<file path="config.mk">
export PLATFORM = sky130hd
export DESIGN_NAME = instr_prefetch_queue
export DESIGN_NICKNAME = d
export VERILOG_FILES = /design/src/rtl/mips_pkg.sv /design/src/rtl/instr_fifo.sv /design/src/rtl/instr_prefetch_queue.sv
export SDC_FILE = /design/constraint.sdc
export NUM_CORES = 1
export LEC_CHECK = 0
export ABC_CLOCK_PERIOD_IN_PS = 6200
export CORE_MARGIN = 3
export CORE_UTILIZATION = 47
export CTS_CLUSTER_DIAMETER = 50
export CTS_CLUSTER_SIZE = 25
export DETAILED_ROUTE_END_ITERATION = 6
export DONT_BUFFER_PORTS = 1
export MAX_ROUTING_LAYER = met4
export SLEW_MARGIN = 20
export SYNTH_ARGS = -nofsm -noshare
export SYNTH_HDL_FRONTEND = slang
export SYNTH_SLANG_ARGS = --single-unit
export TNS_END_PERCENT = 30
</file>
<file path="constraint.sdc">
create_clock -name CLK -period 6.2 [get_ports CLK]
set_input_delay 0.62 -clock CLK [delete_from_list [all_inputs] [get_ports CLK]]
set_output_delay 0.62 -clock CLK [all_outputs]
set_load 0.02 [all_outputs]
</file>
<file path="src/rtl/mips_pkg.sv">
// ---------------------------------------------------------------------------
// mips_pkg
// Shared constants and types for the instruction fetch front end.
//   NOP_INSTR      : add $0,$0,$0, presented whenever no instruction is ready
//   PC_STEP        : byte distance between consecutive instruction words
//   fetch_state_t  : prefetch FSM states (RUN fetches, FLUSH drains stale data)
//   fetch_entry_t  : one queue entry, instruction word plus its PC+4
//   word_align     : clears the byte-offset bits of an address
// ---------------------------------------------------------------------------
package mips_pkg;

  localparam logic [31:0] NOP_INSTR = 32'h0000_0020;
  localparam logic [31:0] PC_STEP   = 32'd4;

  typedef enum logic [0:0] {
    RUN   = 1'b0,
    FLUSH = 1'b1
  } fetch_state_t;

  typedef struct packed {
    logic [31:0] instr;
    logic [31:0] next_pc;
  } fetch_entry_t;

  function automatic logic [31:0] word_align(input logic [31:0] addr);
    return addr & ~32'h0000_0003;
  endfunction

endpackage

</file>
<file path="src/rtl/instr_fifo.sv">
// ---------------------------------------------------------------------------
// instr_fifo
// Synchronous in-order FIFO used as the prefetch queue.
//   CLK, RST_N : clock, asynchronous active-low reset
//   push, din  : write din at the clock edge (accepted when not full, or when
//                a pop frees the slot in the same cycle)
//   pop        : retire the head at the clock edge (ignored when empty)
//   flush      : empty the FIFO at the clock edge; overrides push and pop
//   dout       : head entry, valid only while !empty
//   empty/full : occupancy flags
//   count      : current occupancy, 0..DEPTH
// DEPTH must be a power of two so the pointers wrap without extra logic.
// ---------------------------------------------------------------------------
module instr_fifo #(
  parameter int unsigned DEPTH = 4,
  parameter int unsigned WIDTH = 64
) (
  input  logic                         CLK,
  input  logic                         RST_N,
  input  logic                         push,
  input  logic                         pop,
  input  logic                         flush,
  input  logic [WIDTH-1:0]             din,
  output logic [WIDTH-1:0]             dout,
  output logic                         empty,
  output logic                         full,
  output logic [$clog2(DEPTH+1)-1:0]   count
);

  localparam int unsigned AW = $clog2(DEPTH);
  localparam int unsigned CW = $clog2(DEPTH + 1);

  logic [WIDTH-1:0] mem [DEPTH];
  logic [AW-1:0]    wr_ptr;
  logic [AW-1:0]    rd_ptr;
  logic             do_push;
  logic             do_pop;

  assign empty   = (count == '0);
  assign full    = (count == CW'(DEPTH));
  assign do_pop  = pop && !empty;
  // At full the slot under wr_ptr is the head being popped, so a same-cycle
  // push may overwrite it: the head is read combinationally before the edge.
  assign do_push = push && (!full || do_pop);
  assign dout    = mem[rd_ptr];

  // Storage carries no reset; empty masks whatever it holds.
  always_ff @(posedge CLK) begin
    if (do_push && !flush) begin
      mem[wr_ptr] <= din;
    end
  end

  always_ff @(posedge CLK or negedge RST_N) begin
    if (!RST_N) begin
      wr_ptr <= '0;
      rd_ptr <= '0;
      count  <= '0;
    end else if (flush) begin
      wr_ptr <= '0;
      rd_ptr <= '0;
      count  <= '0;
    end else begin
      if (do_push) begin
        wr_ptr <= wr_ptr + AW'(1);
      end
      if (do_pop) begin
        rd_ptr <= rd_ptr + AW'(1);
      end
      case ({do_push, do_pop})
        2'b10:   count <= count + CW'(1);
        2'b01:   count <= count - CW'(1);
        default: count <= count;
      endcase
    end
  end

  // The owner gates pop with !empty; a pop on empty means broken control.
  a_no_pop_empty: assert property (@(posedge CLK) disable iff (!RST_N)
    !(pop && empty && !flush));

endmodule

</file>
<file path="src/rtl/instr_prefetch_queue.sv">
// ---------------------------------------------------------------------------
// instr_prefetch_queue
// Instruction fetch front end feeding the IF/ID buffer. Owns the fetch PC,
// issues word requests to a variable-latency instruction memory, buffers the
// returned words in order and presents them with their PC+4.
//
// Handshakes:
//   Request : imem_req_valid/imem_req_ready. A transfer happens on a clock
//             edge where both are 1. Once raised, valid and addr stay stable
//             until the transfer, except that a redirect may withdraw the
//             request. Valid is only raised while the credit rule allows it.
//   Response: imem_rsp_valid carries one word per cycle, in request order,
//             with no back-pressure.
//   Consumer: instr_valid is 1 while the queue holds an entry; the head is
//             popped at an edge where instr_valid && !stall && !redirect_valid.
//
// Ports:
//   CLK, RST_N                      clock, asynchronous active-low reset
//   imem_req_valid/ready/addr       fetch request channel (word aligned)
//   imem_rsp_valid/data             fetch response channel
//   redirect_valid, redirect_pc     taken branch/jump from MEM, highest priority
//   stall                           load-use stall, holds the head entry
//   instr_valid, instr, instr_next_pc  head of queue (NOP and 0 when empty)
//   fetch_state                     current FSM state for observation
// ---------------------------------------------------------------------------
module instr_prefetch_queue
  import mips_pkg::*;
#(
  parameter int unsigned DEPTH    = 4,
  parameter logic [31:0] RESET_PC = 32'h0000_0000
) (
  input  logic         CLK,
  input  logic         RST_N,
  output logic         imem_req_valid,
  input  logic         imem_req_ready,
  output logic [31:0]  imem_req_addr,
  input  logic         imem_rsp_valid,
  input  logic [31:0]  imem_rsp_data,
  input  logic         redirect_valid,
  input  logic [31:0]  redirect_pc,
  input  logic         stall,
  output logic         instr_valid,
  output logic [31:0]  instr,
  output logic [31:0]  instr_next_pc,
  output fetch_state_t fetch_state
);

  localparam int unsigned CW = $clog2(DEPTH + 1);

  fetch_state_t  state_q;
  fetch_state_t  state_d;
  logic [31:0]   fetch_pc_q;
  logic [31:0]   fetch_pc_d;
  logic [CW-1:0] outstanding_q;
  logic [CW-1:0] outstanding_d;

  logic          req_accept;
  logic          rsp_take;
  logic [CW:0]   in_flight;
  logic [31:0]   rsp_next_pc;

  logic          fifo_push;
  logic          fifo_pop;
  logic          fifo_empty;
  logic          fifo_full;
  logic [CW-1:0] fifo_count;
  fetch_entry_t  fifo_din;
  fetch_entry_t  fifo_dout;

  // -------------------------------------------------------------------------
  // Credit: every word already queued or still in flight owns a queue slot,
  // so a response can always be pushed without a full check.
  // -------------------------------------------------------------------------
  assign in_flight = {1'b0, fifo_count} + {1'b0, outstanding_q};

  // RST_N is folded in so the request drops asynchronously with reset even
  // though the registered state already reads RUN.
  assign imem_req_valid = RST_N && (state_q == RUN) &&
                          (in_flight < (CW + 1)'(DEPTH));
  assign imem_req_addr  = fetch_pc_q;
  assign req_accept     = imem_req_valid && imem_req_ready;

  // A response with nothing outstanding (one that was in flight across a
  // reset) belongs to no request of ours and is ignored.
  assign rsp_take = imem_rsp_valid && (outstanding_q != '0);

  // In RUN the outstanding requests are the consecutive words just below
  // fetch_pc, so the oldest one was issued at fetch_pc - 4*outstanding and
  // its PC+4 follows directly.
  assign rsp_next_pc = fetch_pc_q - (32'(outstanding_q) * PC_STEP) + PC_STEP;

  assign outstanding_d = outstanding_q + CW'(req_accept) - CW'(rsp_take);

  // -------------------------------------------------------------------------
  // Queue control. A redirect flushes the queue and kills both the push of
  // any response arriving that cycle and the consumer's pop.
  // -------------------------------------------------------------------------
  assign fifo_push = rsp_take && (state_q == RUN) && !redirect_valid;
  assign fifo_pop  = !fifo_empty && !stall && !redirect_valid;
  assign fifo_din  = '{instr: imem_rsp_data, next_pc: rsp_next_pc};

  instr_fifo #(
    .DEPTH (DEPTH),
    .WIDTH ($bits(fetch_entry_t))
  ) u_fifo (
    .CLK   (CLK),
    .RST_N (RST_N),
    .push  (fifo_push),
    .pop   (fifo_pop),
    .flush (redirect_valid),
    .din   (fifo_din),
    .dout  (fifo_dout),
    .empty (fifo_empty),
    .full  (fifo_full),
    .count (fifo_count)
  );

  // -------------------------------------------------------------------------
  // FSM and fetch PC.
  // A redirect always wins. Requests accepted in the redirect cycle are stale
  // and are already counted in outstanding_d, so FLUSH is entered whenever
  // anything is still due back after this edge. FLUSH drains responses
  // without enqueueing them and returns to RUN on the edge where the last one
  // is consumed; fetching restarts from fetch_pc on the following cycle.
  // -------------------------------------------------------------------------
  always_comb begin
    state_d    = state_q;
    fetch_pc_d = fetch_pc_q;
    if (req_accept) begin
      fetch_pc_d = fetch_pc_q + PC_STEP;
    end
    if (redirect_valid) begin
      fetch_pc_d = word_align(redirect_pc);
      state_d    = (outstanding_d != '0) ? FLUSH : RUN;
    end else if ((state_q == FLUSH) && (outstanding_d == '0)) begin
      state_d = RUN;
    end
  end

  always_ff @(posedge CLK or negedge RST_N) begin
    if (!RST_N) begin
      state_q       <= RUN;
      fetch_pc_q    <= RESET_PC;
      outstanding_q <= '0;
    end else begin
      state_q       <= state_d;
      fetch_pc_q    <= fetch_pc_d;
      outstanding_q <= outstanding_d;
    end
  end

  // -------------------------------------------------------------------------
  // Head presentation.
  // -------------------------------------------------------------------------
  assign instr_valid   = !fifo_empty;
  assign instr         = fifo_empty ? NOP_INSTR : fifo_dout.instr;
  assign instr_next_pc = fifo_empty ? 32'h0000_0000 : fifo_dout.next_pc;
  assign fetch_state   = state_q;

  // The credit rule makes a push into a full queue impossible unless the
  // head leaves in the same cycle.
  a_no_overflow: assert property (@(posedge CLK) disable iff (!RST_N)
    !(fifo_push && fifo_full && !fifo_pop));

  // Requests are only issued under credit, so outstanding never passes DEPTH.
  a_outstanding_bound: assert property (@(posedge CLK) disable iff (!RST_N)
    outstanding_q <= CW'(DEPTH));

  // No request may be accepted while draining stale responses.
  a_no_req_in_flush: assert property (@(posedge CLK) disable iff (!RST_N)
    !((state_q == FLUSH) && imem_req_valid));

endmodule
</file>
==> summary.md, run 1 <==
| Metric | Value |
|---|---|
| Status | `completed` |
| Flop-to-flop setup slack | `2.77 ns` |
| Post-CTS setup buffers | `0` |
| Slew margin rel. | `34.8%` |
| Initial antenna violation count | `0` |
| Reg-to-reg startpoint | `imem_req_addr[2]` |
| Primary FF master, synth | `edfxtp_1` |
| Post-DRT Antenna Nets | `0` |
| # IOs | `169` |
| Hold WS | `0.127 ns` |
| Reg clk slew, reported paths | `0.06 ns` |
| Max VDD drop | `0.198 mV` |
| Filler cell count | `2409` |
| R2R depth | `11` |
| Synth Area in Simple Gates | `9.37%` |
| Hold wc startpoint | `redirect_valid` |
| Final setup viols | `0` |
| Synth Area in XOR/XNOR | `3.87%` |
| Worst-Margin Slew | `0.979 ns` |
| Largest net degree at the start of global routing | `74` |
| Power per cell area | `398 nW/µm²` |
| Setup Skew | `0.0147 ns` |
| # Max-Cap Violations | `0` |
| Max Slew Vio Count | `0` |
| Detailed Route WL | `26900 µm` |
| Hold Path Depth | `1` |
| WP data required | `5.58 ns` |
| Root buffer cell | `clkbuf_16` |
| Period minus WS final | `3.58 ns` |
| Later-pin clock latency in the skew report | `0.56 ns` |
| Critical path class | `flip-flop to output pin` |
| Largest cells by area after synthesis | `edfxtp_1 (54%), mux4_2 (10%), dfrtp_1 (7.4%), ha_1 (6.0%), xnor2_1 (3.2%)` |
| ANT cells | `0` |
| Fin nets | `1072` |
| Sequential area share after synthesis | `61.4%` |
| Gr usage total | `17.7%` |
| I/O Buffers | `0` |
| GR peak layer | `met2` |
| Synthesized instance count | `931` |
| Type of the most critical hold path | `input pin to flip-flop` |
| Die span in x | `177 µm` |
| Crit path DAT | `2.96 ns` |
| GR Util met3 | `3.34%` |
| Die ar. | `31500 µm²` |
| Post-route DRC | `0` |
| Die Span Y | `177 µm` |
| 1st-iter DRT viols | `519` |
| Vias in the first global route | `7647` |
| Layout cells sized above 1 | `15.3%` |
| # clock sinks | `289` |
| First-pass GRT wire length | `42200 µm` |
| Vias/cell | `5.57` |
| Largest family of logic cells by synthesized area | `multiplexers` |
| Synthesis-to-finish area growth | `10.7%` |
| Unrepaired setup endpoints after global routing | `no` |
| Unique masters post-synth | `66` |
| Cts repair resizes | `0` |
| Max Clk Rate | `279 MHz` |
| Critical path fanouts, max | `42` |
| Drt wl/cell | `20.1 µm` |
| Gr ovfl total | `0` |
| Global routing met2 resource utilization | `27.5%` |
| GR Layer Usage met1 | `24.3%` |
| First-pass DRT Iterations | `5` |
| Top-area cell type share of the netlist area | `54.0%` |
| H-Tree Depth | `1` |
| Number of placement rows | `62` |
| Placed wire-length estimate | `17700 µm` |
| Ys Warns | `0` |
| Mapped cell area | `13800 µm²` |
| Hold_buf cts | `2` |
| EDFF count, synth | `248` |
| GPL Wtd Cong | `0.888` |
| Core region area | `28900 µm²` |
| CTS tree | `built` |
| Async S/R FF share, synth | `14.2%` |
| Static Leak | `0.00537 µW` |
| Synthesized-area fraction occupied by adder cells | `6.42%` |
| Final hold vios | `0` |
| Post-synth top area cell | `edfxtp_1` |
| Final Cycle Share | `57.7%` |
| Post-route setup TNS | `0 ns` |
| Worst-case clock buffer depth | `3` |
| Starting density of the core | `47.8%` |
| Mapped Avg Cell Area | `14.8 µm²` |
| Total power | `6070 µW` |
| Total CTS buffers | `31` |
| Vias | `7467` |
| Worst r2r dst | `u_fifo.mem[1][24]` |
| Multiplexer area fraction after synthesis | `10.3%` |
| Post-synthesis compound-gate area fraction | `5.79%` |
| Register bit total from synthesis | `289` |
| CP Capture Type | `output pin` |
| Hold Path Sink | `u_fifo.rd_ptr[1]` |
| Critical Path Start Type | `flip-flop` |
[layout make-up]
| cell class | count | area, µm² | share of cell area (%) |
|---|---|---|---|
| clock buffer | 34 | 787 | 5.15 |
| inverter | 47 | 176 | 1.16 |
| tap | 384 | 480 | 3.15 |
| sequential | 289 | 8480 | 55.5 |
| clock inverter | 22 | 297 | 1.94 |
| multi-input combinational | 555 | 4960 | 32.5 |
| timing repair buffer | 9 | 90.1 | 0.590 |
[power by group]
part	internal [µW]	switching (µW)	total, µW	leakage (µW)
combinational	636	1010	1650	0.00212
clock	1110	800	1910	0.000520
sequential	2340	181	2520	0.00273
total	4080	1990	6070	0.00537
[cells in the final DEF (no fill, tap or decap), types with 4 or more instances in the layout]
| cell | Yosys | final |
|---|---|---|
| clkinv_8 | 0 | 4 |
| nand2_1 | 62 | 62 |
| nand2b_1 | 4 | 4 |
| nand4_1 | 9 | 9 |
| o211ai_1 | 7 | 7 |
| clkbuf_16 | 0 | 31 |
| o21ai_1 | 20 | 20 |
| buf_4 | 5 | 7 |
| inv_1 | 47 | 46 |
| a21oi_1 | 28 | 28 |
| and2_1 | 67 | 63 |
| dfrtp_1 | 41 | 39 |
| and4_1 | 6 | 6 |
| a211oi_1 | 5 | 5 |
| ha_1 | 66 | 66 |
| and3_1 | 8 | 8 |
| edfxtp_1 | 248 | 248 |
| a31oi_1 | 5 | 5 |
| xnor2_1 | 50 | 50 |
| o21ai_0 | 29 | 29 |
| xor2_1 | 11 | 11 |
| conb_1 | 1 | 4 |
| inv_8 | 0 | 4 |
| mux4_2 | 62 | 62 |
| nand3_1 | 20 | 20 |
| a21o_1 | 10 | 10 |
| nor3_1 | 7 | 7 |
| bufinv_16 | 0 | 4 |
| nor2_1 | 22 | 22 |
| o21a_1 | 6 | 6 |
[worst max path at each step]
stage | cells after the start | end | from
final | 3 | instr_next_pc[14] | u_fifo.rd_ptr[0]
after floorplan | 4 | u_fifo.mem[0][10] | redirect_valid
after CTS | 3 | instr[13] | u_fifo.rd_ptr[0]
after detailed placement | 11 | u_fifo.mem[1][24] | imem_req_addr[2]
after global placement | 11 | u_fifo.mem[1][24] | imem_req_addr[2]
after global routing | 3 | instr_next_pc[13] | u_fifo.rd_ptr[0]
[layer usage]
metal / up-vias / share of wire, %
li1: 3507 / -
met1: 3724 / 45
met2: 190 / 47
met3: 46 / 6.3
met4: 0 / 2.4
met5: - / 0
[critical path, stage by stage (launching register included)]
cell and delay (ns):
dfrtp_4 1.00, buf_4 0.55, mux4_2 0.55, and2_1 0.28
[cells by family after synthesis]
kind of cell | after synthesis
flip-flops | 289
AND/OR/NAND/NOR | 227
AO/OA/AOI/OAI | 129
buffers and inverters | 90
adder cells (fa/ha/maj) | 69
multiplexers | 65
XOR/XNOR | 61
other | 1
[per-stage QoR]
step | cells | util [%] | setup slack, ns | area, µm²
CTS | 1340 | 52.9 | 2.50 | 15300
global route | 1340 | 52.9 | 2.37 | 15300
detailed placement | 1282 | 49.0 | 2.82 | 14100
global placement | 1282 | 49.0 | 2.82 | 14100
finish | 1340 | 52.9 | 2.62 | 15300
floorplan | 934 | - | 2.98 | 13800
[cells in the mapped netlist, types with 4 or more instances]
| cell type | n |
|---|---|
| a211oi_1 | 5 |
| a21o_1 | 10 |
| a21oi_1 | 28 |
| a31oi_1 | 5 |
| and2_1 | 67 |
| and3_1 | 8 |
| and4_1 | 6 |
| buf_2 | 7 |
| buf_4 | 5 |
| clkbuf_1 | 28 |
| dfrtp_1 | 41 |
| edfxtp_1 | 248 |
| ha_1 | 66 |
| inv_1 | 47 |
| mux4_2 | 62 |
| nand2_1 | 62 |
| nand2b_1 | 4 |
| nand3_1 | 20 |
| nand4_1 | 9 |
| nor2_1 | 22 |
| nor3_1 | 7 |
| o211ai_1 | 7 |
| o21a_1 | 6 |
| o21ai_0 | 29 |
| o21ai_1 | 20 |
| xnor2_1 | 50 |
| xor2_1 | 11 |
[sequential cells by signal, summed over array words and instances, names as in the netlist]
register,cells
u_fifo.rd_ptr,2
imem_req_addr,30
u_fifo.mem,248
outstanding_q,3
fetch_state,1
u_fifo.count,3
u_fifo.wr_ptr,2
Note: power is estimated with default switching activity, not from simulation.
==> inputs of run 2 (changes only) <==
--- a/config.mk
+++ b/config.mk
@@ -5,7 +5,7 @@
 export SDC_FILE = /design/constraint.sdc
 export NUM_CORES = 1
 export LEC_CHECK = 0
-export ABC_CLOCK_PERIOD_IN_PS = 6200
+export ABC_CLOCK_PERIOD_IN_PS = 3240
 export CORE_MARGIN = 3
 export CORE_UTILIZATION = 47
 export CTS_CLUSTER_DIAMETER = 50
==> constraint.sdc (replaced) <==
create_clock -name CLK -period 3.24 [get_ports CLK]
set_input_delay 0.324 -clock CLK [delete_from_list [all_inputs] [get_ports CLK]]
set_output_delay 0.324 -clock CLK [all_outputs]
set_load 0.02 [all_outputs]
==> summary.md, run 2 (same netlist as run 1, synthesis figures left out) <==
| Metric | Value |
|---|---|
| Status | `completed (unchanged)` |
| Top Layer Used | `met4 (unchanged)` |
| Final hold vios | `0 (unchanged)` |
| Worst-Margin Slew | `0.660 ns (was 0.979 ns)` |
| Final Cycle Share | `93.0%` |
| First-pass DRT Iterations | `4 (was 5)` |
| Post-route DRC | `0 (unchanged)` |
| Met2 wire len | `13100 µm (was 12500 µm)` |
| Final setup viols | `0 (unchanged)` |
| Critical Path Start Type | `flip-flop (unchanged)` |
| Slew margin rel. | `56.0% (was 34.8%)` |
| Final Cell Area | `16200 µm² (was 15300 µm²)` |
| Wl on met1 | `12300 µm (was 12000 µm)` |
| Reg clk slew, reported paths | `0.07 ns (was 0.06 ns)` |
| Gr usage total | `18.0% (was 17.7%)` |
| Static Leak | `0.00577 µW (was 0.00537 µW)` |
| Total CTS buffers | `30 (was 31)` |
| Hold WS | `0.0237 ns (was 0.127 ns)` |
| R2R depth | `11 (unchanged)` |
| Cts repair resizes | `0 (unchanged)` |
| Vias | `7697 (was 7467)` |
| Period minus WS final | `3.01 ns` |
| Placement-stage cell area | `14400 µm² (was 14100 µm²)` |
| # IOs | `169 (unchanged)` |
| First-pass GRT wire length | `43300 µm (was 42200 µm)` |
| Later-pin clock latency in the skew report | `0.56 ns (about the same)` |
| Drt wl/cell | `19.3 µm (was 20.1 µm)` |
| Setup Skew | `0.0129 ns (was 0.0147 ns)` |
| Type of the most critical hold path | `input pin to flip-flop (unchanged)` |
| Starting density of the core | `47.8% (unchanged)` |
| Post-CTS setup buffers | `0 (unchanged)` |
| Largest net degree at the start of global routing | `70 (was 74)` |
| Vias/cell | `5.40 (was 5.57)` |
| Hold wc startpoint | `redirect_valid (unchanged)` |
| Core region area | `28900 µm² (unchanged)` |
| I/O Buffers | `0 (unchanged)` |
| Final worst slack | `0.228 ns (was 2.62 ns)` |
| Hold Path Sink | `u_fifo.wr_ptr[0] (was u_fifo.rd_ptr[1])` |
| H-Tree Depth | `1 (unchanged)` |
| Post-DRT Antenna Nets | `0 (unchanged)` |
| Hold Path Depth | `2 (was 1)` |
| Die span in x | `177 µm (unchanged)` |
| Layout cells sized above 1 | `16.5% (was 15.3%)` |
| Die ar. | `31500 µm² (unchanged)` |
| ANT cells | `0 (unchanged)` |
| Crit path DAT | `3.34 ns (was 2.96 ns)` |
| Max Clk Rate | `332 MHz` |
| Unrepaired setup endpoints after global routing | `no (unchanged)` |
| Critical path class | `flip-flop to flip-flop (was flip-flop to output pin)` |
| Gr ovfl total | `0 (unchanged)` |
| Die Span Y | `177 µm (unchanged)` |
| Placed wire-length estimate | `17500 µm (was 17700 µm)` |
| Post-route setup TNS | `0 ns (unchanged)` |
| WP data required | `3.57 ns (was 5.58 ns)` |
| Critical path fanouts, max | `4 (was 42)` |
| Max Slew Vio Count | `0 (unchanged)` |
| # clock sinks | `289 (unchanged)` |
| Routed wl met3 | `1640 µm (was 1690 µm)` |
| Worst-case clock buffer depth | `3 (unchanged)` |
| Vias in the first global route | `7905 (was 7647)` |
| Top reg by flops | `u_fifo.mem (unchanged)` |
| CP Capture Type | `flip-flop (was output pin)` |
| Number of placement rows | `62 (unchanged)` |
| Worst r2r dst | `u_fifo.mem[0][28] (was u_fifo.mem[1][24])` |
| Max reg flops | `248 (unchanged)` |
| Most frequent cells in the layout | `edfxtp_1 (248), ha_1 (66), and2_1 (63), dlygate4sd3_1 (63) (was edfxtp_1 (248), ha_1 (66), and2_1 (63))` |
| Detailed Route WL | `27600 µm (was 26900 µm)` |
| Hold_buf cts | `65 (was 2)` |
| CTS tree | `built (unchanged)` |
| Filler cell count | `2356 (was 2409)` |
| Flop-to-flop setup slack | `0.23 ns (was 2.77 ns)` |
| Setup WS pre-CTS | `0.248 ns (was 2.82 ns)` |
| # Max-Cap Violations | `0 (unchanged)` |
| Max VDD drop | `0.418 mV (was 0.198 mV)` |
| Initial antenna violation count | `0 (unchanged)` |
| Fin nets | `1156 (was 1072)` |
| 1st-iter DRT viols | `456 (was 519)` |
| Power per cell area | `731 nW/µm² (was 398 nW/µm²)` |
| Reg-to-reg startpoint | `imem_req_addr[2] (unchanged)` |
| GPL Wtd Cong | `0.848 (was 0.888)` |
| Critical Path Source | `imem_req_addr[2] (was u_fifo.rd_ptr[0])` |
| Leading cell type in the layout, fill and taps excluded | `edfxtp_1 (unchanged)` |
| Synthesis-to-finish area growth | `17.1% (was 10.7%)` |
| Root buffer cell | `clkbuf_16 (unchanged)` |
-- run 2: cell types whose count changed in the layout (fill, tap and decap cells not counted) --
cell	delta
clkbuf_1	-3
and2_2	+3
clkinvlp_4	-1
buf_16	+1
inv_6	+2
dlygate4sd3_1	+62
buf_12	+6
inv_12	+2
inv_8	+2
buf_4	+16
bufinv_16	-2
clkinv_2	-1
clkinv_4	+1
and2_4	-3
-- run 2: worst max path at each step --
stage	cells after the start	to	slack [ns]
4_1_cts	9	u_fifo.mem[2][29]	0.21
3_3_place_gp	9	u_fifo.mem[0][29]	0.26
5_1_grt	10	u_fifo.mem[1][26]	0.09
2_1_floorplan	4	u_fifo.mem[0][10]	0.19
3_5_place_dp	9	u_fifo.mem[1][29]	0.25
6_report	11	u_fifo.mem[0][28]	0.23
-- run 2: layer usage --
metal	vias up	GRT usage (%)
li1	3673	-
met1	3770	24.2
met2	220	29.1
met3	34	3.49
met4	0	3.70
met5	-	-
-- run 2: worst max-delay path, cell delays in order (launching register included) --
cell      delay (ns)
dfrtp_1         0.35
inv_1           0.08
ha_1            0.31
inv_1           0.08
fa_1            0.47
a21oi_1         0.15
o221a_2         0.23
o211ai_1        0.12
a21oi_1         0.29
nand2_1         0.18
a211oi_1        0.28
xnor2_1         0.26
-- run 2: area by class of cell --
class / count / area, µm² / share of cell area (%)
Timing Repair Buffer: 94 / 978 / 6.06
Tap cell: 384 / 480 / 2.97
Multi-Input combinational cell: 555 / 4960 / 30.7
Sequential cell: 289 / 8480 / 52.5
Clock inverter: 25 / 305 / 1.89
Inverter: 47 / 176 / 1.09
Clock buffer: 31 / 776 / 4.80
-- run 2: metrics by stage --
stage | power [µW] | utilization, % | instances
floorplan | 7400 | - | 934
global placement | 8160 | 49.9 | 1304
detailed placement | 8210 | 49.9 | 1304
CTS | 12000 | 56.0 | 1425
global route | 12400 | 56.0 | 1425
finish | 11800 | 56.0 | 1425
-- run 2: where the power goes --
| group | switching (µW) | total (µW) | internal (µW) |
|---|---|---|---|
| clock network | 1620 | 3630 | 2010 |
| logic | 2150 | 3520 | 1370 |
| registers | 188 | 4660 | 4470 |
| total | 3950 | 11800 | 7860 |
==> inputs of run 3 (changes only) <==
--- a/config.mk
+++ b/config.mk
@@ -7,7 +7,7 @@
 export LEC_CHECK = 0
 export ABC_CLOCK_PERIOD_IN_PS = 3240
 export CORE_MARGIN = 3
-export CORE_UTILIZATION = 47
+export CORE_UTILIZATION = 40
 export CTS_CLUSTER_DIAMETER = 50
 export CTS_CLUSTER_SIZE = 25
 export DETAILED_ROUTE_END_ITERATION = 6
==> summary.md, run 3 (same netlist as run 1, synthesis figures left out) <==
| Metric | Value |
|---|---|
| Status | `completed (unchanged)` |
| Max reg flops | `248 (unchanged)` |
| First-pass GRT wire length | `45400 µm (was 43300 µm)` |
| Combinational Power Share | `29.6% (was 29.8%)` |
| Vias/cell | `5.18 (was 5.40)` |
| Drt wl/cell | `19.5 µm (was 19.3 µm)` |
| Initial antenna violation count | `0 (unchanged)` |
| Gr usage total | `16.2% (was 18.0%)` |
| Largest net degree at the start of global routing | `71 (was 70)` |
| Starting density of the core | `40.8% (was 47.8%)` |
| I/O Buffers | `0 (unchanged)` |
| Critical path class | `flip-flop to flip-flop (unchanged)` |
| Root buffer cell | `clkbuf_16 (unchanged)` |
| Type of the most critical hold path | `input pin to flip-flop (unchanged)` |
| Critical path fanouts, max | `4 (unchanged)` |
| Filler cell count | `2895 (was 2356)` |
| Detailed Route WL | `29100 µm (was 27600 µm)` |
| Die Span Y | `192 µm (was 177 µm)` |
| Vias | `7756 (was 7697)` |
| Post-CTS setup buffers | `0 (unchanged)` |
| Psw | `4070 µW (was 3950 µW)` |
| Placed wire-length estimate | `19600 µm (was 17500 µm)` |
| Clock network power share | `31.1% (was 30.7%)` |
| Sequential power share | `39.3% (was 39.4%)` |
| Sw frac | `34.0% (was 33.5%)` |
| Reg clk slew, reported paths | `0.07 ns (about the same)` |
| Period minus WS final | `3.03 ns (was 3.01 ns)` |
| Die span in x | `192 µm (was 177 µm)` |
| Post-DRT Antenna Nets | `0 (unchanged)` |
| Layout cells sized above 1 | `17.2% (was 16.5%)` |
| # Max-Cap Violations | `0 (unchanged)` |
| First-pass DRT Iterations | `4 (unchanged)` |
| # IOs | `169 (unchanged)` |
| Total CTS buffers | `31 (was 30)` |
| Setup Skew | `0.0155 ns (was 0.0129 ns)` |
| Hold WS | `0.0973 ns (was 0.0237 ns)` |
| # clock sinks | `289 (unchanged)` |
| Leading cell type in the layout, fill and taps excluded | `edfxtp_1 (unchanged)` |
| Later-pin clock latency in the skew report | `0.56 ns (about the same)` |
| Final hold vios | `0 (unchanged)` |
| Worst-case clock buffer depth | `3 (unchanged)` |
| Max Slew Vio Count | `0 (unchanged)` |
| Crit path DAT | `3.34 ns (about the same)` |
| Sequential cell area | `8480 µm² (unchanged)` |
| Final Cycle Share | `93.6% (was 93.0%)` |
| Post-layout util | `48.3% (was 56.0%)` |
| Die ar. | `36800 µm² (was 31500 µm²)` |
| Post-route DRC | `0 (unchanged)` |
| Power per cell area | `733 nW/µm² (was 731 nW/µm²)` |
| 1st-iter DRT viols | `355 (was 456)` |
| Multi-input gate area | `4970 µm² (was 4960 µm²)` |
| Max Clk Rate | `330 MHz (was 332 MHz)` |
| Final worst slack | `0.208 ns (was 0.228 ns)` |
| Fin nets | `1162 (was 1156)` |
| Gr ovfl total | `0 (unchanged)` |
| GPL Wtd Cong | `0.838 (was 0.848)` |
| Static Leak | `0.00581 µW (was 0.00577 µW)` |
| Final setup viols | `0 (unchanged)` |
| Vias in the first global route | `8108 (was 7905)` |
| Unrepaired setup endpoints after global routing | `no (unchanged)` |
| H-Tree Depth | `1 (unchanged)` |
| Post-route setup TNS | `0 ns (unchanged)` |
| Number of placement rows | `67 (was 62)` |
| Max VDD drop | `0.440 mV (was 0.418 mV)` |
| Setup WS pre-CTS | `0.215 ns (was 0.248 ns)` |
| ANT cells | `0 (unchanged)` |
| Core region area | `33800 µm² (was 28900 µm²)` |
| WP data required | `3.55 ns (was 3.57 ns)` |
| Synthesis-to-finish area growth | `18.3% (was 17.1%)` |
| Most frequent cells in the layout | `edfxtp_1 (248), ha_1 (66), dlygate4sd3_1 (64) (was edfxtp_1 (248), ha_1 (66), and2_1 (63), dlygate4sd3_1 (63))` |
| Cell-internal power | `7890 µW (was 7860 µW)` |
| CP Capture Type | `flip-flop (unchanged)` |
| CTS tree | `built (unchanged)` |
| Top reg by flops | `u_fifo.mem (unchanged)` |
| Critical Path Start Type | `flip-flop (unchanged)` |
==> run 3: cell types whose count changed in the layout (fill, tap and decap cells not counted), sizes merged <==
| cell | change |
|---|---|
| buf | +4 |
| clkinv | -2 |
| inv | +2 |
| clkbuf | +1 |
| clkinvlp | +1 |
| dlygate4sd3 | +1 |
==> run 3: layer usage <==
| layer | global-route usage, % | vias up | wire length [µm] | share of wire (%) |
|---|---|---|---|---|
| met5 | - | - | 0 | 0 |
| met4 | 2.96 | 0 | 471 | 1.6 |
| met3 | 2.96 | 37 | 1410 | 4.9 |
| met2 | 27.1 | 176 | 14100 | 48 |
| met1 | 21.1 | 3846 | 13100 | 45 |
| li1 | - | 3697 | - | - |
==> run 3: final timing paths <==
check                            startpoint           endpoint  slack [ns]  depth (start not counted)
setup / recovery           imem_req_addr[3]  u_fifo.mem[3][29]        0.21                          9
hold / removal               redirect_valid   u_fifo.rd_ptr[1]         0.1                          2
setup reg to reg           imem_req_addr[3]  u_fifo.mem[3][29]        0.21                          9
hold reg to reg            u_fifo.wr_ptr[0]   u_fifo.wr_ptr[0]        0.60                          1
max in group asynchronous             RST_N   u_fifo.rd_ptr[0]        2.73                          2
min in group asynchronous             RST_N  imem_req_addr[21]        0.27                          2
==> run 3: metrics by stage <==
| step | instances | cell area [µm²] | total power, µW |
|---|---|---|---|
| floorplan | 934 | 13800 | 7400 |
| global placement | 1372 | 14500 | 8230 |
| detailed placement | 1372 | 14500 | 8290 |
| CTS | 1496 | 16300 | 12200 |
| global route | 1496 | 16300 | 12600 |
| finish | 1496 | 16300 | 12000 |
==> run 3: power groups by stage <==
stage / Clock [µW] / Combinational (µW) / Sequential [µW]
after floorplan: 0 / 2700 / 4700
after global placement: 0 / 3450 / 4790
after detailed placement: 0 / 3490 / 4800
after CTS: 3830 / 3610 / 4710
after global routing: 3980 / 3900 / 4740
final: 3720 / 3550 / 4700
==> run 3: cell type report <==
class | count | area share (%)
sequential | 289 | 51.9
multi-input combinational | 555 | 30.4
timing repair buffer | 99 | 6.31
clock buffer | 32 | 4.77
tap | 448 | 3.43
clock inverter | 26 | 2.04
inverter | 47 | 1.08
==> run 3: critical path: stages (launching register included) <==
cell      delay [ns]
dfrtp_1         0.39
ha_1            0.35
ha_1            0.32
nor2b_1         0.15
o31a_1          0.28
o211ai_1        0.29
a21oi_1         0.17
o41ai_2         0.49
o21ai_1         0.15
xor2_2          0.18
==> run 3: timing repair <==
action	4_1_cts	5_1_grt
resized for setup	0	1
hold buffers	66	0
setup endpoints to repair	0	4
endpoints found under the hold margin	207	0
==> patch 1 (config.mk and constraints of run 2) <==
`DEPTH` is set to 4 in 2 places; all go to 2.
--- a/src/rtl/instr_fifo.sv
+++ b/src/rtl/instr_fifo.sv
@@ -12,7 +12,7 @@
 // DEPTH must be a power of two so the pointers wrap without extra logic.
 // ---------------------------------------------------------------------------
 module instr_fifo #(
-  parameter int unsigned DEPTH = 4,
+  parameter int unsigned DEPTH = 2,
   parameter int unsigned WIDTH = 64
 ) (
   input  logic                         CLK,
--- a/src/rtl/instr_prefetch_queue.sv
+++ b/src/rtl/instr_prefetch_queue.sv
@@ -26,7 +26,7 @@
 module instr_prefetch_queue
   import mips_pkg::*;
 #(
-  parameter int unsigned DEPTH    = 4,
+  parameter int unsigned DEPTH    = 2,
   parameter logic [31:0] RESET_PC = 32'h0000_0000
 ) (
   input  logic         CLK,
Function: changed (a bounded check fails within 4 cycles, from zero or initial values and one cycle with RST_N low).
==> patch 1 against run 2 <==
Clock power fell by 44%. Setup slack worse by 77 ps. Sequential cell count fell by 128. Wire length fell by 32%. Synthesized area decreased by 38%. Global-route usage grew 1.5 points. Worst hold slack got worse by 10 ps. Design area is 38% lower. Power fell by 47%. Critical path type unchanged. Critical endpoint is now u_fifo.mem[1][26]. Largest cell class unchanged. Largest power group unchanged.
==> patch 1: results (changes against run 2) <==
stage,metric,value,unit,change
run_status,status,finished clean,,
synthesis,commonest cells in the synthesized netlist,"124 x edfxtp_1, 93 x nor2_1, 72 x nand2_1, 63 x mux2i_1, 59 x ha_1",,
timing,Final Critical Period,3090,ps,+76.7 ps
placed_design,placed cell areas,0.00896,mm^2,-38%
placed_design,Cells after DPL,976,,-25%
clock_tree,CTS hold repair buffers,36,,-45%
global_route,number of global-route vias before repair,5671,,-28%
power_and_ir_drop,Worst IR Drop VDD,0.380,mV,-9.2%
finish,fill count,1487,,-37%
synthesis,Synth Area in Adders,0.0882,,+0.0240
power_and_ir_drop,total clock network power,2.02,mW,-44%
synthesis,post-synthesis mux area share,0.0733,,-0.0301
power_and_ir_drop,P_seq,2.71,mW,-42%
power_and_ir_drop,Clk pwr share,0.325,,+0.018
synthesis,Post-Synth XOR/XNOR Area,0.0591,,+0.0204
setup_path,Worst R2R Setup Slack,150,ps,-80 ps
hold_path,Hold Path Sink,imem_req_addr[24],,
placed_design,"worst slack, placed",229,ps,-18.7 ps
placed_design,Post-DP HPWL,12900,um,-26%
detailed_routing,Post-Route WL,18700,um,-32%
synthesis,post-synthesis sequential area ratio,0.541,,-0.0734
timing,Slew headroom,0.260,,-0.300
synthesis,Avg Inst Size Synth,11.3,um^2,-24%
placed_design,final RePlAce weighted congestion,0.857,,+1.0%
hold_path,hold depth,1,,-1
synthesis,distinct cell type count after synthesis,53,,-20%
global_route,pin count of the biggest net entering global routing,65,,-7.1%
clock_tree,Max Root-Sink Buffers,2,,-1
clock_tree,cts bufs inserted,17,,-43%
synthesis,"top cells by area, synth","edfxtp_1 43%, dfrtp_1 11%, ha_1 8.6%",,
detailed_routing,DR pass1 iterations,6,,+2
setup_path,Critical Path End,u_fifo.mem[1][26],,
synthesis,post-synthesis compound-gate area fraction,0.0872,,+0.0292
power_and_ir_drop,switching power share of the total,0.313,,-0.0218
setup_path,Worst EP arrival,3320,ps,-20 ps
global_route,first-pass GRT wire length,29900,um,-31%
setup_path,CP Max Fanout,5,,+1
timing,Setup Skew,9.76,ps,-3.12 ps
detailed_routing,drt via density,5.46,,+1.1%
power_and_ir_drop,Leakage,3.74,nW,-35%
global_route,GRT Overall Usage,0.195,,+0.0145
detailed_routing,Iteration-0 DRC Markers,326,,-29%
finish,final std cells w/o fill,1047,,-27%
synthesis,"EDFF count, synth",124,,-50%
clock_tree,H-tree levels,4,,+3
finish,final net count,939,,-19%
clock_tree,Skew-Pair Late Insertion Delay,420,ps,-140 ps
-- patch 1: cell types whose count changed in the layout (fill, tap and decap cells not counted), moves of 5 or more --
cell,run 2,this run
and4_1,6,1
nor2_1,22,90
and2_1,63,2
mux2i_1,2,63
buf_4,23,17
clkbuf_16,31,17
mux4_2,62,0
nand3_1,20,10
edfxtp_1,248,124
o21ai_1,20,1
ha_1,66,59
o21ai_0,29,51
nand2_1,62,72
dlygate4sd3_1,63,36
-- patch 1: per-layer routing --
metal  vias to the layer above  part of all wire  global-route usage
li1                       2795                 -                   -
met1                      2728              0.47               0.268
met2                       179              0.46               0.291
met3                        15             0.060              0.0468
met4                         0             0.012              0.0525
met5                         -                 0                   -
-- patch 1: final cells by class --
class                   instances  area [um^2]  area share
inverters                      42          158      0.0158
clock buffers                  17          425      0.0427
flip-flops and latches        161         4650       0.468
repair buffers                 57          568      0.0571
well taps                     225          282      0.0283
clock inverters                15          176      0.0177
multi-input cells             530         3690       0.371
==> patch 2 (flow settings as in run 2) <==
Made on the original files. Make the reset (`RST_N`) synchronous in 2 clocked blocks. Comments in the files are not updated.
--- a/src/rtl/instr_fifo.sv
+++ b/src/rtl/instr_fifo.sv
@@ -51,7 +51,7 @@
     end
   end
 
-  always_ff @(posedge CLK or negedge RST_N) begin
+  always_ff @(posedge CLK) begin
     if (!RST_N) begin
       wr_ptr <= '0;
       rd_ptr <= '0;
--- a/src/rtl/instr_prefetch_queue.sv
+++ b/src/rtl/instr_prefetch_queue.sv
@@ -137,7 +137,7 @@
     end
   end
 
-  always_ff @(posedge CLK or negedge RST_N) begin
+  always_ff @(posedge CLK) begin
     if (!RST_N) begin
       state_q       <= RUN;
       fetch_pc_q    <= RESET_PC;
Formal check against the unedited RTL: differs if RST_N is asserted again (counterexample within 4 cycles, from zero or initial values and one cycle with RST_N low); with RST_N held inactive, the same outputs for 4 cycles.
==> patch 2 against run 2 <==
Largest power group unchanged. Sequential share of layout area fell by 1.7 points. Sequential cell count grew 2. Setup slack worse by 41 ps. Wire length is 0.74% higher. Power shrank 15%. Design area is 1.3% higher. Largest cell class unchanged. Synthesized area about the same. Critical path depth grew 1. Highest routed layer unchanged.
==> patch 2: results (changes against run 2) <==
stage,metric,value,unit,change
detailed_routing,DR pass1 iterations,4,,unchanged
power_and_ir_drop,Worst IR Drop VDD,0.449,mV,+7.3%
timing,Setup Skew,20.1,ps,+7.23 ps
finish,final std cells w/o fill,1483,,+4.1%
power_and_ir_drop,Logic pwr share,0.175,,-0.123
clock_tree,Skew-Pair Late Insertion Delay,580,ps,+20 ps
timing,Slew headroom,0.598,,+0.0386
synthesis,ys async rst share,0,,-0.142
placed_design,"worst slack, placed",2.74,ps,-245 ps
synthesis,commonest cells in the synthesized netlist,"248 x edfxtp_1, 87 x and2_1, 66 x ha_1, 62 x mux4_2, 49 x inv_1",,
power_and_ir_drop,P_seq,4.54,mW,-3%
clock_tree,Max Root-Sink Buffers,3,,unchanged
setup_path,Worst EP arrival,3400,ps,+60 ps
synthesis,post-synthesis sequential area ratio,0.601,,-0.0126
placed_design,Post-DP HPWL,17700,um,+1.4%
power_and_ir_drop,Leakage,5.79,nW,+0.37%
detailed_routing,Post-Route WL,27800,um,+0.74%
global_route,GRT Overall Usage,0.182,,+0.00179
finish,final net count,1213,,+4.9%
run_status,status,finished clean,,
synthesis,"top cells by area, synth","edfxtp_1 54%, mux4_2 10%, dfxtp_1 6.2%",,
placed_design,placed cell areas,0.0146,mm^2,+1.2%
finish,layout cells sized above 1,0.177,,+0.0122
setup_path,Worst path max stage delay,400,ps,-70 ps
placed_design,Cells after DPL,1363,,+4.5%
clock_tree,cts bufs inserted,31,,+3.3%
finish,max reg flops,248,,unchanged
global_route,first-pass GRT wire length,43800,um,+0.96%
detailed_routing,Iteration-0 DRC Markers,489,,+7.2%
synthesis,Synth Instances,975,,+4.7%
detailed_routing,via count,7891,,+2.5%
global_route,pin count of the biggest net entering global routing,63,,-10%
power_and_ir_drop,switching power share of the total,0.280,,-0.0548
placed_design,final RePlAce weighted congestion,0.821,,-3.2%
setup_path,Crit-path slowest cell,dfxtp_1,,
synthesis,distinct cell type count after synthesis,56,,-15%
power_and_ir_drop,PD cells,616,mW/mm^2,-16%
patch 2: changes by cell type after synthesis, sizes merged, moves of 6 or more:
cell / run 2 / this run
dfxtp: 0 / 43
dfrtp: 41 / 0
and2: 67 / 87
nor2: 22 / 38
nand2: 62 / 47
a21oi: 28 / 40
xnor2: 50 / 43
and4: 8 / 2
nor3: 8 / 14
xor2: 11 / 17
patch 2: final timing paths:
kind	startpoint	end	slack (ps)	depth (start not counted)
hold / removal	redirect_pc[30]	imem_req_addr[30]	40	2
setup reg to reg	outstanding_q[2]	u_fifo.mem[3][31]	190	12
setup / recovery	outstanding_q[2]	u_fifo.mem[3][31]	190	12
hold reg to reg	u_fifo.rd_ptr[0]	u_fifo.rd_ptr[0]	550	2
patch 2: kinds of logic (layout without fill, tap and decap cells):
logic type      after synthesis  after routing  synth area share
flops                       291            291             0.601
fa+ha+maj                    69             69            0.0641
compound gates              138            138            0.0613
simple gates                256            256             0.104
mux                          65             65             0.103
xor+xnor                     60             60            0.0380
other cells                   1              4          0.000271
buf+inv                      95            216            0.0272
patch 2: area by class of cell:
cell class,count,area [um^2]
Clock buffer,31,776
Clock inverter,27,362
Fill cell,2344,12500
Inverter,49,184
Multi-Input combinational cell,592,5190
Sequential cell,291,8310
Tap cell,384,480
Timing Repair Buffer,109,1060
patch 2: metal layers:
layer / vias to the layer above / share of wire / GRT usage
li1: 3850 / - / -
met1: 3805 / 0.45 / 0.238
met2: 199 / 0.48 / 0.297
met3: 37 / 0.058 / 0.0370
met4: 0 / 0.021 / 0.0386
met5: - / 0 / -
patch 2: timing repair:
action / 4_1_cts / 5_1_grt
pin swaps: 0 / 4
gates resized for setup: 2 / 6
hold endpoints to repair: 162 / 0
setup buffers: 0 / 2
endpoints found under the setup margin: 8 / 24
hold buffers: 60 / 0
